`src/rtl/axil_fifo_master.sv`:
```
// rtl/axil_fifo_master.sv - AXI4-Lite master draining/filling a remote memory-mapped FIFO bridge
// Optional response checking: define AXIL_FIFO_MASTER_RESP_CHK_EN.

module axil_fifo_master_fifo #(
  parameter int WIDTH = 32,
  parameter int DEPTH = 8
) (
  input  logic             clk,
  input  logic             rst,
  input  logic             push,
  input  logic [WIDTH-1:0] din,
  input  logic             pop,
  output logic [WIDTH-1:0] dout,
  output logic             full,
  output logic             empty
);
  localparam int AW = (DEPTH > 1) ? $clog2(DEPTH) : 1;
  localparam int CW = AW + 1;

  logic [WIDTH-1:0] mem [DEPTH];
  logic [AW-1:0]    wr_ptr;
  logic [AW-1:0]    rd_ptr;
  logic [CW-1:0]    count;
  logic             do_push;
  logic             do_pop;

  assign full    = (count == CW'(DEPTH));
  assign empty   = (count == '0);
  // A full FIFO refuses the push even when a pop frees a slot in the same cycle.
  assign do_push = push && !full;
  assign do_pop  = pop && !empty;
  assign dout    = mem[rd_ptr];

  always_ff @(posedge clk) begin
    if (rst) begin
      wr_ptr <= '0;
      rd_ptr <= '0;
      count  <= '0;
    end else begin
      if (do_push) wr_ptr <= (wr_ptr == AW'(DEPTH - 1)) ? '0 : wr_ptr + AW'(1);
      if (do_pop)  rd_ptr <= (rd_ptr == AW'(DEPTH - 1)) ? '0 : rd_ptr + AW'(1);
      if (do_push && !do_pop)      count <= count + CW'(1);
      else if (!do_push && do_pop) count <= count - CW'(1);
    end
  end

  always_ff @(posedge clk) begin
    if (do_push) mem[wr_ptr] <= din;
  end
endmodule

module axil_fifo_master #(
  parameter int          C_DATA_WIDTH  = 32,
  parameter logic [31:0] BASE_ADDR     = 32'h0,
  parameter int          TX_DEPTH      = 8,
  parameter int          RX_DEPTH      = 8,
  parameter int          POLL_INTERVAL = 16
) (
  input  logic                      clk,
  input  logic                      rst,
  output logic [31:0]               awaddr,
  output logic [3:0]                awprot,
  output logic                      awvalid,
  input  logic                      awready,
  output logic [C_DATA_WIDTH-1:0]   wdata,
  output logic [C_DATA_WIDTH/8-1:0] wstrb,
  output logic                      wvalid,
  input  logic                      wready,
  input  logic [1:0]                bresp,
  input  logic                      bvalid,
  output logic                      bready,
  output logic [31:0]               araddr,
  output logic [3:0]                arprot,
  output logic                      arvalid,
  input  logic                      arready,
  input  logic [C_DATA_WIDTH-1:0]   rdata,
  input  logic [1:0]                rresp,
  input  logic                      rvalid,
  output logic                      rready,
  input  logic [C_DATA_WIDTH-1:0]   tx_wdata,
  input  logic                      tx_wena,
  output logic                      tx_full,
  output logic [C_DATA_WIDTH-1:0]   rx_rdata,
  input  logic                      rx_rena,
  output logic                      rx_empty,
  output logic                      busy,
  output logic                      err,
  input  logic                      err_clr
);
  localparam int          BYTES       = C_DATA_WIDTH / 8;
  localparam logic [31:0] STATUS_ADDR = BASE_ADDR;
  localparam logic [31:0] WRITE_ADDR  = BASE_ADDR + 32'(BYTES);
  localparam logic [31:0] READ_ADDR   = BASE_ADDR + 32'(2 * BYTES);
  localparam int          WCW         = (POLL_INTERVAL > 1) ? $clog2(POLL_INTERVAL) : 1;

  typedef enum logic [2:0] {
    S_IDLE, S_AR, S_R, S_WR_AW, S_WR_B, S_RD_AR, S_RD_R, S_WAIT
  } state_t;

  state_t            state;
  state_t            state_next;
  logic              aw_done;
  logic              w_done;
  logic              aw_hs;
  logic              w_hs;
  logic              remote_empty_q;
  logic [WCW-1:0]    wait_cnt;
  logic              busy_q;
  logic              b_err;
  logic              r_err;

  logic [C_DATA_WIDTH-1:0] tx_head;
  logic              tx_empty;
  logic              tx_pop;
  logic              rx_full;
  logic              rx_push;

  assign awprot = 4'b0;
  assign arprot = 4'b0;
  assign wstrb  = '1;
  assign busy   = busy_q;

  assign aw_hs   = awvalid && awready;
  assign w_hs    = wvalid && wready;
  assign tx_pop  = (state == S_WR_B) && bvalid;
  // An errored read is dropped so RX only ever holds good data.
  assign rx_push = (state == S_RD_R) && rvalid && !r_err;

  axil_fifo_master_fifo #(.WIDTH(C_DATA_WIDTH), .DEPTH(TX_DEPTH)) u_tx_fifo (
    .clk   (clk),
    .rst   (rst),
    .push  (tx_wena),
    .din   (tx_wdata),
    .pop   (tx_pop),
    .dout  (tx_head),
    .full  (tx_full),
    .empty (tx_empty)
  );

  axil_fifo_master_fifo #(.WIDTH(C_DATA_WIDTH), .DEPTH(RX_DEPTH)) u_rx_fifo (
    .clk   (clk),
    .rst   (rst),
    .push  (rx_push),
    .din   (rdata),
    .pop   (rx_rena),
    .dout  (rx_rdata),
    .full  (rx_full),
    .empty (rx_empty)
  );

`ifdef AXIL_FIFO_MASTER_RESP_CHK_EN
  logic err_q;

  assign b_err = (bresp != 2'b00);
  assign r_err = (rresp != 2'b00);
  assign err   = err_q;

  always_ff @(posedge clk) begin
    if (rst) begin
      err_q <= 1'b0;
    end else if (err_clr) begin
      err_q <= 1'b0;
    end else if ((state == S_WR_B && bvalid && b_err) ||
                 ((state == S_R || state == S_RD_R) && rvalid && r_err)) begin
      err_q <= 1'b1;
    end
  end
`else
  logic unused_resp;

  assign b_err       = 1'b0;
  assign r_err       = 1'b0;
  assign err         = 1'b0;
  assign unused_resp = ^{bresp, rresp, err_clr};
`endif

  always_ff @(posedge clk) begin
    if (rst) begin
      state          <= S_IDLE;
      remote_empty_q <= 1'b1;
      busy_q         <= 1'b0;
    end else begin
      state  <= state_next;
      busy_q <= (state_next != S_WAIT);
      if (state == S_R && rvalid) remote_empty_q <= rdata[1];
    end
  end

  // Write channels complete independently; remember which one already handshook.
  always_ff @(posedge clk) begin
    if (rst || state != S_WR_AW) begin
      aw_done <= 1'b0;
      w_done  <= 1'b0;
    end else begin
      if (aw_hs) aw_done <= 1'b1;
      if (w_hs)  w_done  <= 1'b1;
    end
  end

  always_ff @(posedge clk) begin
    if (rst || state != S_WAIT) wait_cnt <= WCW'(POLL_INTERVAL - 1);
    else if (wait_cnt != '0)    wait_cnt <= wait_cnt - WCW'(1);
  end

  always_comb begin
    state_next = state;
    awvalid    = 1'b0;
    awaddr     = '0;
    wvalid     = 1'b0;
    wdata      = '0;
    bready     = 1'b0;
    arvalid    = 1'b0;
    araddr     = '0;
    rready     = 1'b0;
    case (state)
      S_IDLE: state_next = S_AR;
      S_AR: begin
        arvalid = 1'b1;
        araddr  = STATUS_ADDR;
        if (arready) state_next = S_R;
      end
      S_R: begin
        rready = 1'b1;
        if (rvalid) begin
          // A failed status read carries no trustworthy flags, so back off.
          if (r_err)                        state_next = S_WAIT;
          else if (!tx_empty && !rdata[3])  state_next = S_WR_AW;
          else if (!rdata[1] && !rx_full)   state_next = S_RD_AR;
          else                              state_next = S_WAIT;
        end
      end
      S_WR_AW: begin
        awvalid = !aw_done;
        wvalid  = !w_done;
        awaddr  = WRITE_ADDR;
        wdata   = tx_head;
        if ((aw_done || aw_hs) && (w_done || w_hs)) state_next = S_WR_B;
      end
      S_WR_B: begin
        bready = 1'b1;
        if (bvalid) state_next = (!remote_empty_q && !rx_full) ? S_RD_AR : S_IDLE;
      end
      S_RD_AR: begin
        arvalid = 1'b1;
        araddr  = READ_ADDR;
        if (arready) state_next = S_RD_R;
      end
      S_RD_R: begin
        rready = 1'b1;
        if (rvalid) state_next = S_IDLE;
      end
      S_WAIT: if (wait_cnt == '0) state_next = S_IDLE;
      default: state_next = S_IDLE;
    endcase
  end
endmodule

```
`config.mk`:
```
export PLATFORM = sky130hd
export DESIGN_NAME = axil_fifo_master
export DESIGN_NICKNAME = d
export VERILOG_FILES = /design/src/rtl/axil_fifo_master.sv
export SDC_FILE = /design/constraint.sdc
export NUM_CORES = 1
export LEC_CHECK = 0
export CAP_MARGIN = 20
export CELL_PAD_IN_SITES_DETAIL_PLACEMENT = 2
export CELL_PAD_IN_SITES_GLOBAL_PLACEMENT = 2
export CORE_MARGIN = 4
export CORE_UTILIZATION = 48
export CTS_BUF_LIST = sky130_fd_sc_hd__clkbuf_8
export DETAILED_ROUTE_END_ITERATION = 10
export GPL_ROUTABILITY_DRIVEN = 0
export PLACE_DENSITY = 0.87
export SLEW_MARGIN = 20
export SYNTH_ARGS = -nofsm -noshare
export SYNTH_HDL_FRONTEND = slang
export SYNTH_SLANG_ARGS = --single-unit
```
`constraint.sdc`:
```
create_clock -name clk -period 11.4 [get_ports clk]
set_clock_uncertainty 0.2 [all_clocks]
set_input_delay 2.28 -clock clk [delete_from_list [all_inputs] [get_ports clk]]
set_output_delay 2.28 -clock clk [all_outputs]
set_load 0.01 [all_outputs]
```
==> results.sh <==
export IMPL_tightestPinTransition_ps=974
export IMPL_post_synth_cell_area_avg_sq_um=20.1
export IMPL_hold_slack_ps=313
export IMPL_kind_of_start_point_of_the_critical_path="flip-flop"
export IMPL_detailed_place_hpwl_mm=32.4
export IMPL_worstPathArrival_ps=3590
export IMPL_clk_pin_slew_worst_paths_ps=60
export IMPL_critical_path_slowest_cell="sky130_fd_sc_hd__dfxtp_4"
export IMPL_design_die_area_sq_um=48700
export IMPL_route_vias_total=10919
export IMPL_layout_nets=1383
export IMPL_hp_class="flip-flop to flip-flop"
export IMPL_postLayoutCellArea_sq_um=25200
export IMPL_areal_power_density_over_the_cells_nw_per_um2=171
export IMPL_cts_buf_count=90
export IMPL_top_level_ports=227
export IMPL_required_ps=8920
export IMPL_routed_wl_mm=56.8
export IMPL_route_antenna_remaining_nets=0
export IMPL_yosys_warnings=0
export IMPL_slew_violations=0
export IMPL_cts_hold_repair_buffers=0
export IMPL_synthDistinctLibCells=44
export IMPL_buffer_ports_inserted=146
export IMPL_n_fill_cell=3675
export IMPL_fp_dieW_microns=221
export IMPL_ratio_of_cells_with_drive_above_1_in_the_final_layout=0.234
export IMPL_synthToLayoutAreaGrowth_pct=16.2
export IMPL_htree_levels=3
export IMPL_clock_sink_count=549
export IMPL_antenna_found_initial=7
export IMPL_tritoncts_clock_tree="built"
export IMPL_max_cap_viol_count=0
export IMPL_synth_edff_count=512
export IMPL_postCtsSetupRepairBufs=0
export IMPL_worst_path_buf_inv=2
export IMPL_finalHoldViolCount=0
export IMPL_hold_start="u_rx_fifo.count[3]$_SDFFE_PP0P_"
export IMPL_clk_latency_worst_skew_pair_ps=670
export IMPL_core_region_area_sq_um=44500
export IMPL_final_cell_count_no_fill=1946
export IMPL_max_slew_margin=0.351
export IMPL_cp_cell_sequence="buf_4 > mux4_2 > mux2i_1 > nor2_1 > clkdlybuf4s50_1"
export IMPL_final_core_util=0.567
export IMPL_rsz_0062_raised_after_global_routing="no"
export IMPL_netlist_area_pre_place_sq_um=21700
export IMPL_first_global_vias=12220
export IMPL_syn_inst=1078
export IMPL_die_h_microns=221
export IMPL_via_per_inst=5.61
export IMPL_p_leak_nw=8.16
export IMPL_dpl_cell_count=1788
export IMPL_maximum_number_of_pins_on_one_net_before_global_route_repair=65
export IMPL_setup_tns_final_ps=0
export IMPL_run_status="completed"
export IMPL_first_pass_iters=5
export IMPL_placedInstanceArea_sq_um=23700
export IMPL_synth_async_reset_ratio=0
export IMPL_max_freq_ghz=0.165
export IMPL_std_cell_rows=77
export IMPL_post_cts_resized_instances=0
export IMPL_drt_wirelength_per_cell_microns=29.2
export IMPL_worst_ir_drop_vdd_mv=0.160
export IMPL_final_setup_violating_endpoints=0
export IMPL_final_min_period_over_clock_period=0.532
export IMPL_clock_tree_buffer_depth=3
export IMPL_grtUsageTotal=0.238
export IMPL_buffer_type_at_the_clock_tree_root="sky130_fd_sc_hd__clkbuf_8"
export IMPL_ff_latch_count_synth=549
export IMPL_period_minus_slack_ps=6070
export IMPL_post_detailed_route_drc_marker_count=0
export IMPL_critical_path_reg2reg_startpoint="u_rx_fifo.count[0]$_SDFFE_PP0P_"
export IMPL_dominantRegCellSynth="sky130_fd_sc_hd__edfxtp_1"
export IMPL_overflow=0
export IMPL_cp_slowest_stage_delay_ps=740
export IMPL_wire_length_of_the_first_global_routing_pass_mm=84.3
export IMPL_initialDrtViolationCount=771
export IMPL_start_util=0.488
export IMPL_critical_path_endpoint_type="primary output"
export IMPL_worst_setup_path_type="flip-flop to primary output"
export IMPL_sequential_cell_area_fraction_in_the_yosys_report=0.742
export IMPL_critical_path_top_delay_family="buffers and inverters"
export IMPL_worst_path_max_fanout=35
worst reg2reg max path, delay by kind of cell (launching register included):
family,cells,cell delay [ps]
fa+ha+maj,2,500
flops,1,380
simple gates,3,1250
buf+inv,2,300
xor+xnor,1,110
compound gates,3,540
kinds of logic after synthesis:
| logic type | share of synthesized area |
|---|---|
| muxes | 0.166 |
| and+or+nand+nor | 0.0319 |
| xor gates and xnor gates | 0.00282 |
| other | 0.000346 |
| DFF | 0.742 |
| AOI/OAI and AO/OA | 0.00795 |
| adders and majority gates | 0.0105 |
| buffers and inverters | 0.0382 |
synthesized netlist by cell type, types with 2 or more instances:
library cell,n,area share
sky130_fd_sc_hd__a21o_1,2,0.00069
sky130_fd_sc_hd__a21oi_1,17,0.0039
sky130_fd_sc_hd__and2_1,3,0.00086
sky130_fd_sc_hd__buf_1,5,0.00086
sky130_fd_sc_hd__buf_2,15,0.0035
sky130_fd_sc_hd__buf_4,76,0.026
sky130_fd_sc_hd__buf_6,3,0.0016
sky130_fd_sc_hd__clkbuf_1,25,0.0043
sky130_fd_sc_hd__conb_1,2,0.00035
sky130_fd_sc_hd__dfxtp_1,37,0.034
sky130_fd_sc_hd__edfxtp_1,512,0.71
sky130_fd_sc_hd__fa_1,2,0.0018
sky130_fd_sc_hd__ha_1,15,0.0086
sky130_fd_sc_hd__inv_1,10,0.0017
sky130_fd_sc_hd__mux2_2,32,0.017
sky130_fd_sc_hd__mux2i_1,37,0.017
sky130_fd_sc_hd__mux4_2,128,0.13
sky130_fd_sc_hd__nand2_1,22,0.0038
sky130_fd_sc_hd__nand2b_1,7,0.0020
sky130_fd_sc_hd__nand3_1,2,0.00046
sky130_fd_sc_hd__nand3b_1,4,0.0014
sky130_fd_sc_hd__nand4_1,2,0.00058
sky130_fd_sc_hd__nor2_1,62,0.011
sky130_fd_sc_hd__nor2b_1,4,0.0012
sky130_fd_sc_hd__nor3_1,15,0.0035
sky130_fd_sc_hd__nor4_1,4,0.0012
sky130_fd_sc_hd__o21ai_0,5,0.0012
sky130_fd_sc_hd__or3_1,8,0.0023
sky130_fd_sc_hd__or3_2,2,0.00069
sky130_fd_sc_hd__xnor2_1,5,0.0020
sky130_fd_sc_hd__xor2_1,2,0.00081
per-layer routing:
metal / track usage / vias to the layer above / share of wire
li1: - / 4593 / -
met1: 0.296 / 5852 / 0.39
met2: 0.418 / 369 / 0.53
met3: 0.0658 / 95 / 0.062
met4: 0.0535 / 10 / 0.017
met5: 0 / - / 0.0011
placed cells by master, fill, tap and decap left out, drive strengths merged, types with 5 or more instances in the layout:
cell type / count
xnor2: 5
conb: 75
dfxtp: 37
clkdlybuf4s50: 145
a21oi: 18
buf: 24
o21ai: 5
clkbuf: 98
inv: 37
clkinv: 30
nor3: 15
or3: 10
mux2i: 37
mux2: 32
nand2b: 7
edfxtp: 512
mux4: 128
nand3b: 5
nand2: 22
ha: 15
nor2: 62
stage by stage:
stage / setup WS [ps] / total power, W
4_1_cts: 5150 / 0.00438
3_3_place_gp: 5980 / 0.00277
2_1_floorplan: 4790 / 0.00263
3_5_place_dp: 5810 / 0.00280
5_1_grt: 5040 / 0.00451
6_report: 5330 / 0.00432
flip-flops by register name (all words and copies together) (netlist names), named ones only:
register / count
u_rx_fifo.rd_ptr: 3
u_rx_fifo.wr_ptr: 3
u_rx_fifo.count: 4
busy: 1
aw_done: 1
u_tx_fifo.mem: 256
u_tx_fifo.rd_ptr: 3
remote_empty_q: 1
u_rx_fifo.mem: 256
state: 3
w_done: 1
u_tx_fifo.count: 4
u_tx_fifo.wr_ptr: 3
wait_cnt: 4
power by group:
part	internal (W)	switching [W]	leakage [nW]
combinational	0.000237	0.000230	2.33
sequential	0.00225	0.0000437	4.93
clock	0.000782	0.000778	0.910
total	0.00327	0.00105	8.16
final timing paths:
check | slack, ps | end | cells after the start
min reg2reg | 310 | u_rx_fifo.count[3]$_SDFFE_PP0P_ | 2
max | 5330 | wdata[3] | 5
min | 310 | u_rx_fifo.count[3]$_SDFFE_PP0P_ | 2
max reg2reg | 8050 | u_rx_fifo.count[3]$_SDFFE_PP0P_ | 11
area by class of cell:
cell class                 instances  area [sq um]  area share
inverter                          10          37.5     0.00149
sequential                       549         16100       0.639
multi-input combinational        468          5120       0.203
antenna                            2          5.00    0.000198
timing repair buffer             169          1630      0.0646
clock inverter                    58           229     0.00907
clock buffer                      98          1350      0.0535
tap                              592           741      0.0294
Power figures use the tool's default switching activity.
